===== config.mk =====
export PLATFORM = sky130hd
export DESIGN_NAME = cv32e40p_clock_gate_ctrl
export DESIGN_NICKNAME = d
export VERILOG_FILES = /design/src/rtl/cv32e40p_cg_pkg.sv /design/src/rtl/cv32e40p_cg_chan.sv /design/src/rtl/cv32e40p_clock_gate.sv /design/src/rtl/cv32e40p_clock_gate_ctrl.sv
export SDC_FILE = /design/constraint.sdc
export NUM_CORES = 1
export LEC_CHECK = 0
export CORE_UTILIZATION = 45
export DETAILED_ROUTE_END_ITERATION = 7
export MAX_ROUTING_LAYER = met4
export SYNTH_ARGS = -nofsm -noshare
export SYNTH_HDL_FRONTEND = slang
export SYNTH_SLANG_ARGS = --single-unit

===== constraint.sdc =====
create_clock -name clk_i -period 4.3 [get_ports clk_i]
set_clock_uncertainty 0.05 [all_clocks]
set_input_delay 0.86 -clock clk_i [delete_from_list [all_inputs] [get_ports clk_i]]
set_output_delay 0.86 -clock clk_i [all_outputs]
set_load 0.01 [all_outputs]

===== src/rtl/cv32e40p_cg_pkg.sv =====
// Shared types and helpers for the automatic clock-gating controller.
// Imported by the per-channel FSM and the top-level controller.
package cv32e40p_cg_pkg;

   typedef enum logic [1:0] {
      CG_ON    = 2'd0,
      CG_COUNT = 2'd1,
      CG_OFF   = 2'd2,
      CG_WAKE  = 2'd3
   } cg_state_e;

   localparam int unsigned WAKE_CYCLES_DFLT = 2;

   // Wake counter must hold 0..WAKE_CYCLES-1 for any channel configuration.
   function automatic int unsigned wake_width(input int unsigned wake_cycles);
      return (wake_cycles < 2) ? 1 : $clog2(wake_cycles + 1);
   endfunction

   localparam int unsigned WAKE_W = wake_width(WAKE_CYCLES_DFLT);

endpackage


===== src/rtl/cv32e40p_cg_chan.sv =====
// One gating channel: idle counter, wake warm-up counter and the 4-state FSM.
// The enable is registered so the gate cell always sees a clean flop output.
module cv32e40p_cg_chan
   import cv32e40p_cg_pkg::*;
#(
   parameter int unsigned CNT_W       = 8,
   parameter int unsigned WAKE_CYCLES = WAKE_CYCLES_DFLT
) (
   input  logic             clk,
   input  logic             rst_n,
   input  logic             force_on,
   input  logic [CNT_W-1:0] idle_thresh,
   input  logic             busy,
   input  logic             wake_req,
   output logic             en,
   output logic             gated,
   output logic             wake_ack
);

   localparam int unsigned WCW = wake_width(WAKE_CYCLES);
   localparam logic [WCW-1:0] WAKE_LAST = WCW'(WAKE_CYCLES - 1);

   cg_state_e        state_q, state_d;
   logic [CNT_W-1:0] cnt_q, cnt_d;
   logic [WCW-1:0]   wcnt_q, wcnt_d;
   logic             en_q;
   logic             active;
   logic [CNT_W:0]   cnt_inc;

   assign active  = busy | wake_req | force_on;
   // One bit wider than the counter so the threshold compare never sees a wrap.
   assign cnt_inc = {1'b0, cnt_q} + (CNT_W + 1)'(1);

   always_ff @(posedge clk or negedge rst_n) begin
      if (!rst_n) begin
         state_q <= CG_ON;
         cnt_q   <= '0;
         wcnt_q  <= '0;
         en_q    <= 1'b1;
      end else begin
         state_q <= state_d;
         cnt_q   <= cnt_d;
         wcnt_q  <= wcnt_d;
         en_q    <= (state_d != CG_OFF);
      end
   end

   always_comb begin
      state_d = state_q;
      cnt_d   = cnt_q;
      wcnt_d  = wcnt_q;
      unique case (state_q)
         CG_ON: begin
            cnt_d = '0;
            if (!active && idle_thresh == CNT_W'(1)) begin
               state_d = CG_OFF;
            end else if (!active && idle_thresh > CNT_W'(1)) begin
               state_d = CG_COUNT;
               cnt_d   = CNT_W'(1);
            end
         end
         CG_COUNT: begin
            if (active || idle_thresh == '0) begin
               state_d = CG_ON;
               cnt_d   = '0;
            end else if (cnt_inc >= {1'b0, idle_thresh}) begin
               state_d = CG_OFF;
               cnt_d   = '0;
            end else begin
               cnt_d = cnt_inc[CNT_W-1:0];
            end
         end
         CG_OFF: begin
            if (active) begin
               state_d = CG_WAKE;
               wcnt_d  = '0;
            end
         end
         CG_WAKE: begin
            // Inputs are ignored here: once started, a wake always completes.
            if (wcnt_q == WAKE_LAST) begin
               state_d = CG_ON;
               wcnt_d  = '0;
            end else begin
               wcnt_d = wcnt_q + WCW'(1);
            end
         end
         default: state_d = CG_ON;
      endcase
   end

   assign en       = en_q;
   assign gated    = (state_q == CG_OFF);
   assign wake_ack = wake_req & ((state_q == CG_ON) | (state_q == CG_COUNT));

endmodule


===== src/rtl/cv32e40p_clock_gate.sv =====
// Latch-based glitch-free clock gate: enable is captured only while clk_i is low.
// scan_cg_en_i forces the gate open regardless of the functional enable.
module cv32e40p_clock_gate (
   input  logic clk_i,
   input  logic en_i,
   input  logic scan_cg_en_i,
   output logic clk_o
);

   logic en_latch;

   always_latch begin
      if (!clk_i) begin
         en_latch = en_i | scan_cg_en_i;
      end
   end

   assign clk_o = clk_i & en_latch;

endmodule


===== src/rtl/cv32e40p_clock_gate_ctrl.sv =====
// Multi-channel automatic clock-gating controller: one FSM plus one gate cell
// per channel, sharing force_on_i, scan_cg_en_i and the idle threshold.
module cv32e40p_clock_gate_ctrl
   import cv32e40p_cg_pkg::*;
#(
   parameter int unsigned NUM_CH      = 4,
   parameter int unsigned CNT_W       = 8,
   parameter int unsigned WAKE_CYCLES = WAKE_CYCLES_DFLT
) (
   input  logic              clk_i,
   input  logic              rst_ni,
   input  logic              scan_cg_en_i,
   input  logic              force_on_i,
   input  logic [CNT_W-1:0]  idle_thresh_i,
   input  logic [NUM_CH-1:0] busy_i,
   input  logic [NUM_CH-1:0] wake_req_i,
   output logic [NUM_CH-1:0] wake_ack_o,
   output logic [NUM_CH-1:0] gated_o,
   output logic [NUM_CH-1:0] clk_o
);

   logic [NUM_CH-1:0] en;

   for (genvar g = 0; g < NUM_CH; g++) begin : g_chan
      cv32e40p_cg_chan #(
         .CNT_W       (CNT_W),
         .WAKE_CYCLES (WAKE_CYCLES)
      ) u_chan (
         .clk         (clk_i),
         .rst_n       (rst_ni),
         .force_on    (force_on_i),
         .idle_thresh (idle_thresh_i),
         .busy        (busy_i[g]),
         .wake_req    (wake_req_i[g]),
         .en          (en[g]),
         .gated       (gated_o[g]),
         .wake_ack    (wake_ack_o[g])
      );

      cv32e40p_clock_gate u_gate (
         .clk_i        (clk_i),
         .en_i         (en[g]),
         .scan_cg_en_i (scan_cg_en_i),
         .clk_o        (clk_o[g])
      );
   end

endmodule


==> results of run 1 <==
[cells in the final DEF (no fill, tap or decap), types with 12 or more instances in the layout]
cell type / count
nand2_1: 43
clkdlybuf4s50_1: 26
dfrtp_1: 48
o21ai_0: 22
ha_1: 36
nor2_1: 12
a21oi_1: 21
inv_1: 19
xnor2_1: 18
nand3_1: 23
[power by group]
group          total, mW  internal, mW  switching [mW]
logic              0.374         0.188           0.186
clock network      0.504         0.260           0.244
registers          0.722         0.596           0.126
[worst paths after layout]
kind / startpoint / end / slack (ns) / cells past startpoint
worst max-delay path: g_chan[1].u_gate.en_latch / clk_o[1] / 0.06 / 2
worst min-delay path: rst_ni / g_chan[0].u_chan.cnt_q[2] / 0.38 / 1
worst max register to register: g_chan[2].u_chan.cnt_q[0] / g_chan[2].u_chan.cnt_q[6] / 0.94 / 11
worst min register to register: g_chan[3].u_chan.cnt_q[5] / g_chan[3].u_chan.cnt_q[5] / 0.45 / 2
max in group asynchronous: rst_ni / g_chan[2].u_chan.en / 2.98 / 2
min in group clk_i: g_chan[3].u_chan.cnt_q[5] / g_chan[3].u_chan.cnt_q[5] / 0.45 / 2
[routing by layer]
layer	track usage, %	vias up	routed length [um]
met5	-	-	0
met4	7.44	0	73
met2	33.9	50	3910
met1	28.6	1433	3900
li1	-	1489	-
met3	4.68	8	315
[flip-flops by register name, indices dropped and copies added, names as in the netlist]
| signal | count |
|---|---|
| g_chan.u_chan.cnt_q | 32 |
| g_chan.u_chan.wcnt_q | 8 |
| g_chan.u_chan.en | 4 |
| g_chan.u_gate.en_latch | 4 |
| g_chan.u_chan.state_q | 8 |
[repair_timing]
item,in CTS,in global routing
gates cloned,0,0
setup endpoints to repair,8,6
resized for setup,4,4
[final cells by class]
class                           instances  area, um2
Tap cell                              102        128
Clock buffer                           14        166
Fill cell                             740       3680
Sequential cell                        56       1370
Timing Repair Buffer                   30        288
Multi-Input combinational cell        302       2120
Inverter                               19       71.3
Clock inverter                          3       22.5
[stage by stage]
step,total power [mW],instances,instance area [um2],hold WS [ns]
finish,1.60,526,4170,0.384
global route,1.72,526,4170,0.415
CTS,1.62,526,4160,0.399
detailed placement,1.23,513,4020,0.428
global placement,1.22,513,4020,0.421
floorplan,1.08,400,3700,0.403
[critical path, cell delays in order (launching register included)]
cell	delay, ns
dlxtn_1	0.39
and2_1	0.11
dlygate4sd2_1	0.26
[logic make-up after synthesis]
kind of cell	Yosys count	synth area share (%)
and+or+nand+nor	148	22.3
AOI/OAI and AO/OA	93	16.9
DFF	52	35.3
buffers and inverters	42	5.75
adders and majority gates	36	12.2
xor gates and xnor gates	24	5.68
latches	4	1.62
muxes	1	0.304
==> flow_metrics.env, run 1 <==
export IMPL_synthTopCellsByCount="dfrtp_1, nand2_1, ha_1"
export IMPL_crit_type="latch to output pin"
export IMPL_synth_flop_cell="dfrtp_1"
export IMPL_synth_seq_cells=56
export IMPL_async_flop_share_pct=92.9
export IMPL_grt_max_degree=28
export IMPL_dieArea_um2=8590
export IMPL_drv_slew=0
export IMPL_ys_warn_count=0
export IMPL_row_count=32
export IMPL_finalSetupViolCount=0
export IMPL_gp_congestion=0.854
export IMPL_track_usage_pct=21.9
export IMPL_worst_path_max_fanout=1
export IMPL_antenna_found_initial=0
export IMPL_ant_nets=0
export IMPL_synth_fp_nets=456
export IMPL_routed_via_density=5.67
export IMPL_port_buffers=31
export IMPL_postCtsSetupRepairBufs=0
export IMPL_synth_area_leader_cell="dfrtp_1"
export IMPL_grt_pass1_wl_um=14000
export IMPL_insertion_delay_ns=0.42
export IMPL_cp_start_kind="latch"
export IMPL_synth_most_common_cell="dfrtp_1"
export IMPL_core_area_um2=7850
export IMPL_final_nets=478
export IMPL_synth_edf_count=0
export IMPL_dr_pass1_iters=4
export IMPL_syn_inst=400
export IMPL_grt_pass1_vias=2948
export IMPL_hold_viol=0
export IMPL_final_util_pct=53.1
export IMPL_relSlewSlack_pct=49.8
export IMPL_drive_above_1_share_pct=7.78
export IMPL_cp_arrival_ns=3.33
export IMPL_hold_path_class="input port to asynchronous set/reset pin"
export IMPL_setup_tns_ns=0
export IMPL_syn_area_um2=3700
export IMPL_ios=32
export IMPL_drv_cap=0
export IMPL_peakVddDrop_mv=0.180
export IMPL_place_hpwl_um=6120
export IMPL_drc_errors=0
export IMPL_tightestPinTransition_ns=0.754
export IMPL_yosysUniqueCellTypes=59
export IMPL_clkTransAtPathRegs_ns=0.11
export IMPL_avgSynthCellArea_um2=9.25
export IMPL_syn_to_final_growth_pct=12.5
export IMPL_avgRoutedWirePerCell_um=15.6
export IMPL_cts_tree="yes"
export IMPL_start_util_pct=47.2
export IMPL_drt_iter0_markers=89
export IMPL_die_y_um=92.7
export IMPL_power_leakage_nw=1.86
export IMPL_dp_slack_ns=0.247
export IMPL_die_x_um=92.7
export IMPL_gr_total_overflow=0
export IMPL_end_kind="output pin"
export IMPL_powerDensity_nw_per_um2=384
export IMPL_status="finished, final reports clean"
export IMPL_rsz0062_at_grt="false"
export IMPL_ctsHoldBuffers=0
export IMPL_synthTopCellsByArea="dfrtp_1, ha_1, nand2_1"
export IMPL_setup_ws_ns=0.0592
export IMPL_synth_top_cell_area_share_pct=32.5
export IMPL_routed_wirelength_um=8200
export IMPL_vias=2980
export IMPL_n_antenna_cell=0
export IMPL_cp_required_ns=3.39
No activity file was read; power rests on OpenSTA's default activity.
==> run 2: changes to the inputs <==
- CTS_BUF_LIST: default -> sky130_fd_sc_hd__clkbuf_2
==> flow_metrics.env, run 2 (synthesis gave the netlist of run 1 again) <==
export IMPL_drv_cap=0
export IMPL_crit_buf_inv=1
export IMPL_cp_required_ns=3.39
export IMPL_rr_endpoint="g_chan[2].u_chan.cnt_q[6]"
export IMPL_fillers=754
export IMPL_relSlewSlack_pct=49.7
export IMPL_drive_above_1_share_pct=8.96
export IMPL_ctsHoldBuffers=0
export IMPL_tightestPinTransition_ns=0.755
export IMPL_path_cells="and2_1 > buf_2"
export IMPL_postCtsSetupRepairBufs=0
export IMPL_insertion_delay_ns=0.55
export IMPL_antenna_found_initial=0
export IMPL_regToRegSetupSlack_ns=0.86
export IMPL_start_util_pct=47.2
export IMPL_avgRoutedWirePerCell_um=15.6
export IMPL_dieArea_um2=8590
export IMPL_n_antenna_cell=0
export IMPL_routed_wirelength_um=8220
export IMPL_drv_slew=0
export IMPL_die_y_um=92.7
export IMPL_layout_common_cells="dfrtp_1, nand2_1, ha_1"
export IMPL_final_util_pct=51.8
export IMPL_cp_start_kind="latch"
export IMPL_drt_iter0_markers=89
export IMPL_drc_errors=0
export IMPL_port_buffers=31
export IMPL_worst_hold_slack_ns=0.209
export IMPL_hold_viol=0
export IMPL_peakVddDrop_mv=0.153
export IMPL_rsz0062_at_grt="true"
export IMPL_reg_top3="g_chan.u_chan.cnt_q: 32 flops, g_chan.u_chan.state_q: 8 flops, g_chan.u_chan.wcnt_q: 8 flops"
export IMPL_max_stage_delay_ns=0.46
export IMPL_die_x_um=92.7
export IMPL_comb_power_share_pct=25.9
export IMPL_regMostFlops="g_chan.u_chan.cnt_q"
export IMPL_gp_congestion=0.854
export IMPL_syn_to_final_growth_pct=9.94
export IMPL_power_mw=1.45
export IMPL_worst_path_max_fanout=1
export IMPL_row_count=32
export IMPL_largest_reg_flops=32
export IMPL_end_kind="output pin"
export IMPL_status="finished, final reports clean"
export IMPL_dr_pass1_iters=4
export IMPL_stdcell_area_um2=4070
export IMPL_grt_pass1_wl_um=13900
export IMPL_place_hpwl_um=6120
export IMPL_clkPwrFrac_pct=24.3
export IMPL_place_area_um2=4020
export IMPL_worstRegToRegCells=11
export IMPL_swShare_pct=37.7
export IMPL_grt_max_degree=28
export IMPL_routed_via_density=5.70
export IMPL_seqPwrFrac_pct=49.8
export IMPL_crit_type="latch to output pin"
export IMPL_final_nets=478
export IMPL_ant_nets=0
export IMPL_powerDensity_nw_per_um2=356
export IMPL_grt_pass1_vias=2933
export IMPL_power_leakage_nw=1.84
export IMPL_slowest_stage="dlxtn_2"
export IMPL_track_usage_pct=21.7
export IMPL_hold_path_class="input port to asynchronous set/reset pin"
export IMPL_vias=2997
export IMPL_p_int_uw=903
export IMPL_final_common_cell="dfrtp_1"
export IMPL_crit_family="latches"
export IMPL_gr_total_overflow=0
export IMPL_ios=32
export IMPL_setup_tns_ns=0
export IMPL_finalSetupViolCount=0
export IMPL_core_area_um2=7850
export IMPL_cp_arrival_ns=3.30
export IMPL_cts_tree="yes"
export IMPL_cp_depth=2
export IMPL_p_sw_uw=547
export IMPL_rr_startpoint="g_chan[2].u_chan.cnt_q[0]"
export IMPL_clkTransAtPathRegs_ns=0.30
run 2: cell types whose count changed in the layout (fill, tap and decap cells not counted):
| cell | delta |
|---|---|
| clkbuf_8 | -9 |
| clkbuf_2 | +10 |
| clkbuf_1 | -1 |
| buf_2 | +4 |
| clkdlybuf4s15_1 | -3 |
| dlygate4sd2_1 | -1 |
run 2: per-stage QoR:
stage	std cells	setup slack, ns
detailed placement	513	0.247
finish	526	0.0862
floorplan	400	0.662
global route	526	-0.0265
CTS	526	0.0492
global placement	513	0.251
run 2: how the worst max path moves through the flow:
stage | from | end | slack [ns]
2_1_floorplan | g_chan[1].u_gate.en_latch | clk_o[1] | 0.66
3_3_place_gp | g_chan[2].u_gate.en_latch | clk_o[2] | 0.25
3_5_place_dp | g_chan[2].u_gate.en_latch | clk_o[2] | 0.25
4_1_cts | g_chan[2].u_gate.en_latch | clk_o[2] | 0.05
5_1_grt | g_chan[2].u_gate.en_latch | clk_o[2] | -0.03
6_report | g_chan[0].u_gate.en_latch | clk_o[0] | 0.09
run 2: power by group through the flow:
| stage | Combinational, mW | Sequential [mW] | Clock [mW] |
|---|---|---|---|
| floorplan | 0.325 | 0.655 | 0.101 |
| global placement | 0.368 | 0.730 | 0.118 |
| detailed placement | 0.377 | 0.730 | 0.118 |
| CTS | 0.378 | 0.721 | 0.371 |
| global route | 0.427 | 0.743 | 0.398 |
| finish | 0.375 | 0.723 | 0.352 |
run 2: metal layers:
metal	global-route usage (%)	part of all wire, %
met4	6.41	0.79
met3	4.68	4.9
met2	33.6	47
met5	-	0
met1	28.7	47
run 2: what timing repair did:
| item | in CTS | in global routing |
|---|---|---|
| setup endpoints to repair | 8 | 8 |
| gates resized for setup | 16 | 1 |
| hold endpoints to repair | 0 | 0 |
| pin swaps | 0 | 4 |
run 2: area by class of cell:
cell class	instances	area (um2)	share of cell area (%)
Tap cell	102	128	3.14
Clock inverter	3	22.5	0.554
Multi-Input combinational cell	302	2120	52.2
Timing Repair Buffer	30	288	7.07
Inverter	19	71.3	1.75
Sequential cell	56	1370	33.6
Clock buffer	14	70.1	1.72
